===== config.mk =====
export PLATFORM = sky130hd
export DESIGN_NAME = serial_adder
export DESIGN_NICKNAME = d
export VERILOG_FILES = /design/src/rtl/serial_adder.sv
export SDC_FILE = /design/constraint.sdc
export NUM_CORES = 1
export LEC_CHECK = 0
export CORE_MARGIN = 3
export CORE_UTILIZATION = 50
export CTS_BUF_LIST = sky130_fd_sc_hd__clkbuf_8
export CTS_CLUSTER_DIAMETER = 50
export DETAILED_ROUTE_END_ITERATION = 8
export GPL_TIMING_DRIVEN = 0
export PLACE_DENSITY_LB_ADDON = 0.15
export RECOVER_POWER = 100
export SYNTH_ARGS = -nofsm -noshare
export SYNTH_HDL_FRONTEND = slang
export SYNTH_HIERARCHICAL = 1
export SYNTH_SLANG_ARGS = --single-unit

===== constraint.sdc =====
create_clock -name i_clk -period 2.38 [get_ports i_clk]
set_input_delay 0.238 -clock i_clk [delete_from_list [all_inputs] [get_ports i_clk]]
set_output_delay 0.238 -clock i_clk [all_outputs]
set_load 0.01 [all_outputs]

===== src/rtl/serial_adder.sv =====
// Bit-serial WIDTH-bit adder: one bit pair per clock through a 1-bit full-adder cell.
// Operands and results move over valid/ready handshakes.

module full_adder_1bit (
    input  logic a,
    input  logic b,
    input  logic cin,
    output logic sum,
    output logic cout
);
    assign sum  = a ^ b ^ cin;
    assign cout = (a & b) | (cin & (a ^ b));
endmodule

module serial_adder #(
    parameter int WIDTH = 8
) (
    input  logic             i_clk,
    input  logic             i_rst,
    input  logic             i_valid,
    output logic             o_ready,
    input  logic [WIDTH-1:0] i_a,
    input  logic [WIDTH-1:0] i_b,
    input  logic             i_cin,
    output logic             o_valid,
    input  logic             i_ready,
    output logic [WIDTH-1:0] o_sum,
    output logic             o_carry
);
    localparam int CW = ($clog2(WIDTH + 1) < 1) ? 1 : $clog2(WIDTH + 1);
    localparam logic [CW-1:0] LAST = CW'(WIDTH - 1);

    typedef enum logic [1:0] {
        IDLE = 2'd0,
        RUN  = 2'd1,
        DONE = 2'd2
    } state_t;

    state_t           state;
    state_t           state_next;
    logic [WIDTH-1:0] a_sh;
    logic [WIDTH-1:0] b_sh;
    logic [WIDTH-1:0] sum_sh;
    logic [WIDTH-1:0] sum_next;
    logic             carry;
    logic [CW-1:0]    cnt;
    logic             fa_sum;
    logic             fa_cout;

    full_adder_1bit u_fa (
        .a    (a_sh[0]),
        .b    (b_sh[0]),
        .cin  (carry),
        .sum  (fa_sum),
        .cout (fa_cout)
    );

    always_ff @(posedge i_clk) begin
        if (i_rst) begin
            state <= IDLE;
        end else begin
            state <= state_next;
        end
    end

    always_comb begin
        state_next = state;
        case (state)
            IDLE: if (i_valid) state_next = RUN;
            RUN:  if (cnt == LAST) state_next = DONE;
            DONE: if (i_ready) state_next = IDLE;
            default: state_next = IDLE;
        endcase
    end

    // New sum bits enter at the MSB so that after WIDTH shifts bit 0 lands in the LSB.
    always_comb begin
        sum_next = sum_sh >> 1;
        sum_next[WIDTH-1] = fa_sum;
    end

    always_ff @(posedge i_clk) begin
        if (i_rst) begin
            a_sh   <= '0;
            b_sh   <= '0;
            sum_sh <= '0;
            carry  <= 1'b0;
            cnt    <= '0;
        end else begin
            case (state)
                IDLE: begin
                    if (i_valid) begin
                        a_sh  <= i_a;
                        b_sh  <= i_b;
                        carry <= i_cin;
                        cnt   <= '0;
                    end
                end
                RUN: begin
                    a_sh   <= a_sh >> 1;
                    b_sh   <= b_sh >> 1;
                    sum_sh <= sum_next;
                    carry  <= fa_cout;
                    cnt    <= cnt + CW'(1);
                end
                default: ;
            endcase
        end
    end

    // Ready is forced low during reset so nothing is accepted while the block is being cleared.
    assign o_ready = (state == IDLE) && !i_rst;
    assign o_valid = (state == DONE);
    assign o_sum   = sum_sh;
    assign o_carry = carry;

endmodule


# [Word level (Yosys, flattened, before mapping)]
# Cells that the tools add are included.
[totals] register_bits=31 input_bits=21 elab_cells=36
[classes] n_addsub=1 eq_ne=6 n_mux=12 bitwise_logic=5 reduce_logical=6
[op_table] op="case mux 8 bit (2 select lines)" n=2
[op_table] op="2-to-1 mux 8 bit" n=2
[op_table] op="case mux 4 bit (2 select lines)" n=1
[op_table] op="2-to-1 mux 2 bit" n=3
[op_table] op="case mux 2 bit (3 select lines)" n=1
[op_table] op="adder 4 x 1 -> 4 bit (second input constant)" n=1
[op_table] op="equality test 4 x 3 -> 1 bit (second input constant)" n=1
[op_table] op="2-to-1 mux 4 bit" n=1
[op_table] op="!= test 2 bit (second input constant)" n=2
[op_table] op="AND reduction 3 bit" n=1
[op_table] op="bitwise AND 1 bit" n=2
[op_table] op="equality test 2 x 1 -> 1 bit (second input constant)" n=1
[op_table] op="equality test 2 bit (second input constant)" n=1
[op_table] op="zero test 2 bit" n=1
[op_table] op="!= test 2 x 1 -> 1 bit (second input constant)" n=1
[op_table] op="case mux 1 bit (2 select lines)" n=1
[op_table] op="AND reduction 2 bit" n=1
[op_table] op="nonzero test 2 bit" n=1
[op_table] op="bitwise XOR 1 bit" n=2
[op_table] op="logical AND 1 bit" n=1
[op_table] op="zero test 1 bit" n=1
[op_table] op="2-to-1 mux 1 bit" n=1
[op_table] op="bitwise OR 1 bit" n=1

# [Longest topological paths before layout]
[depth] word_depth=4 ltp_mapped=6 mapped_depth_nobuf=4

# [Cells and area by module]
# Netlist, hierarchy kept.
[by_module_without_submodules] mod="serial_adder" n_inst=1 cells_per_inst=172 area_per_inst_um2=1430.1 seq_area_each_um2=620.6
[by_module_without_submodules] mod="full_adder_1bit" n_inst=1 cells_per_inst=1 area_per_inst_um2=20.0 seq_area_each_um2=0.0

# [Least setup slack after synthesis]
# Ideal clock, no wire load.
[synth_path] path_type="flip-flop to output port" from="register state[1]" to="output port o_valid" arrival_ps=1028 required_time_ps=2142 setup_slack_ps=1114 stages_incl_launch_ff=4 path_buffers=2 path_cell_list="dfxtp_1 -> buf_2 -> buf_1 -> nor2b_1"
[synth_between] elab_chain_cells=1
[synth_lines] element="from (decl)" line="39" text="state_t state;"
[synth_lines] element="from (signal assigned)" line="62" text="state <= state_next;"
[synth_lines] element="equality test 2 bit" line="113" text="assign o_valid = (state == DONE);"
[synth_lines] element="to (decl)" line="25" text="output logic o_valid,"
# Every way passes these cells.

# [Worst setup path in the final report]
[layout_path] from="register state[1]" to="output port o_ready"
[layout_between] elab_chain_cells=2
[layout_lines] element="zero test 2 bit" line="112" text="assign o_ready = (state == IDLE) && !i_rst;"
[layout_lines] element="logical AND 1 bit" line="112"
[layout_lines] element="to (decl)" line="21" text="output logic o_ready,"
# Every way passes these cells.

==> impl_metrics.csv <==
group,metric,value,unit
status,status,"complete, no violations",
worst_setup_path,path_buf_inv,3,
cts,cts_buffer_depth,2,
placement,place.gp.congestion,0.7642,
final_layout,nets,234,
floorplan,initial_utilization,55.51,%
timing,worst_pin_slew,0.5022,ns
placement,io_buffers,31,
global_route,track_usage,19.30,%
yosys,ys_warn_count,6,
final_layout,num_antenna_cells,0,
worst_setup_path,cp_top_family,"buffers and inverters",
detailed_routing,drc_errors,0,
worst_setup_path,critPathSlowestCell,"dlygate4sd3_1",
floorplan,chipHeight,59.86,microns
worst_setup_path,crit_arrival,1.97,ns
timing,period_share,92.77,%
floorplan,fp.dieW,59.86,microns
power,power_per_cell_area,600.8,mW/mm^2
placement,hpwl,2.212,mm
cts,cts_root_buffer,"clkbuf_8",
detailed_routing,initialDrtViolationCount,57,
final_layout,final_area,0.001862,sq mm
cts,cts_tree,"done",
cts,clk_latency,0.28,ns
run,cap_violations,0,
floorplan,dieArea,0.003583,sq mm
power,vdd_ir_drop_max,0.5850,mV
detailed_routing,wirelength,3.071,mm
timing,grt_setup_unrepaired,"no",
detailed_routing,vias_per_cell,5.331,
cts,htree_levels,2,
cts,ctsHoldBuffers,0,
global_route,grt_pass1_wl,5.244,mm
cts,clk_pin_slew,0.06,ns
worst_setup_path,ff2ff_setup_slack,0.60,ns
global_route,grt_overflow,0,
power,power.leakage,0.0007488,uW
detailed_routing,first_pass_iters,4,
cts,cts_buffers,5,
worst_setup_path,end_kind,"output pin",
global_route,grt_pass1_vias,1216,
worst_setup_path,crit_type,"flop to output pin",
yosys,avgSynthCellArea,8.382,sq um
timing,max_freq,452.9,MHz
yosys,netlist_area,0.001450,sq mm
global_route,antenna_found_initial,0,
timing,fin_tns_setup,0,ns
timing,whs,0.4540,ns
timing,hold_viol,0,
timing,setup_violations,0,
final_layout,synthToLayoutAreaGrowth,28.39,%
worst_setup_path,max_stage_delay,0.62,ns
final_layout,fin_cells,242,
detailed_routing,ant_nets,0,
floorplan,ioPinCount,32,
worst_setup_path,cp-start-kind,"flop",
placement,placed_cells,234,
cts,clkSinkCount,31,
global_route,grt_max_degree,11,
cts,post_cts_resized,0,
detailed_routing,num_vias,1290,
yosys,synthCells,173,
timing,worst_slew_margin_rel,66.52,%
worst_setup_path,path_cells,"buf_2, clkbuf_1, nor3_1, dlygate4sd3_1",
floorplan,row_count,18,
final_layout,drive_gt1_share,5.189,%
timing,fin_skew,0.01063,ns
detailed_routing,post_drt_wl_per_cell,12.69,microns
yosys,ys_seq_area_share,42.80,%
floorplan,fp.coreArea,0.002613,sq mm
timing,finalCriticalPeriod,2.208,ns
hold_path,hold_path.class,"flop to flop",
yosys,syn_nets,196,
worst_setup_path,required,2.14,ns
placement,place_area,0.001798,sq mm
cts,post-cts-setup-buffers,0,
yosys,ys_ff_latch,31,
yosys,synth_cell_types,27,
power,power,1119,uW
timing,maxSlewViolCount,0,
worst_setup_path,cp_max_fo,10,
-- cells by family after synthesis --
family	Yosys count	synth area share, %
fa+ha+maj	2	2.243
flops	31	42.80
mux	2	1.381
compound gates	32	13.63
simple gates	92	33.91
buf+inv	14	6.039
-- sequential cells by signal, summed over array words and instances (netlist names) --
register / flops
a_sh: 8
cnt: 4
o_sum: 8
state: 2
b_sh: 8
o_carry: 1
-- cell type report --
| class | instances | area [sq um] |
|---|---|---|
| clock inverter | 3 | 12.51 |
| clock buffer | 5 | 68.82 |
| timing repair buffer | 31 | 310.3 |
| sequential | 31 | 620.6 |
| multi-input combinational | 128 | 742.0 |
| fill | 219 | 750.7 |
| tap | 30 | 37.54 |
| buffer | 14 | 70.07 |
-- cells in the final DEF, fill, tap and decap left out, drive strengths merged, types with 2 or more instances in the layout --
cell type,n
inv,2
dfxtp,31
nand2b,15
or3b,14
nor2,22
nand3,2
nor3,17
clkbuf,15
nand2,18
dlygate4sd3,12
clkdlybuf4s50,19
mux2i,2
a21oi,24
a32oi,2
buf,4
-- power breakdown --
part           total, uW  switching [uW]  internal, uW
Sequential           565            16.2           549
Combinational        174            83.7          90.7
Clock                379             183           196
-- path summary, 6_finish.rpt --
kind | from | endpoint | cells after the start
worst min-delay path | o_sum[0] | o_sum[0] | 2
worst min register to register | o_sum[0] | o_sum[0] | 2
worst max register to register | state[0] | cnt[1] | 6
worst max-delay path | state[1] | o_ready | 4
-- synthesized netlist by cell type --
cell       n  share of area, %
or3b_1    14               8.5
o211a_1    1              0.69
nand2b_1  15               6.5
a21oi_1   24               8.3
dfxtp_1   31                43
ha_1       1              0.86
and4b_1    1              0.69
a32oi_1    2               1.2
o21bai_4   1               1.3
a211oi_1   1              0.52
clkbuf_1   4               1.0
nand3_1    2              0.69
and2b_1    1              0.52
a31oi_1    1              0.43
nor3_1    17               5.9
nor2_1    22               5.7
mux2i_1    2               1.4
or3_1      1              0.43
nand2_1   18               4.7
buf_6      3               2.3
a22oi_1    1              0.52
buf_1      1              0.26
fa_1       1               1.4
nor2b_1    1              0.43
o21ba_1    1              0.69
buf_2      4               1.4
buf_4      2               1.0
-- routing by layer --
layer / share of wire [%] / global-route usage, % / up-vias
li1: - / - / 668
met1: 48 / 24.44 / 588
met2: 46 / 31.94 / 32
met3: 5.3 / 4.536 / 2
met4: 0.49 / 6.646 / 0
met5: 0 / 0 / -
-- tightest hold or removal path: stages (launching register included) --
cell	delay, ns
dfxtp_1	0.31
nand2_1	0.05
a21oi_1	0.05
-- per-stage QoR --
stage / worst slack, ns / utilization [%]
after floorplan: 1.114 / -
after global placement: 0.4165 / 68.82
final: 0.1721 / 71.26
after CTS: 0.1924 / 71.93
after detailed placement: 0.4139 / 68.82
after global routing: 0.08496 / 71.26
Note: power is estimated with default switching activity, not from simulation.
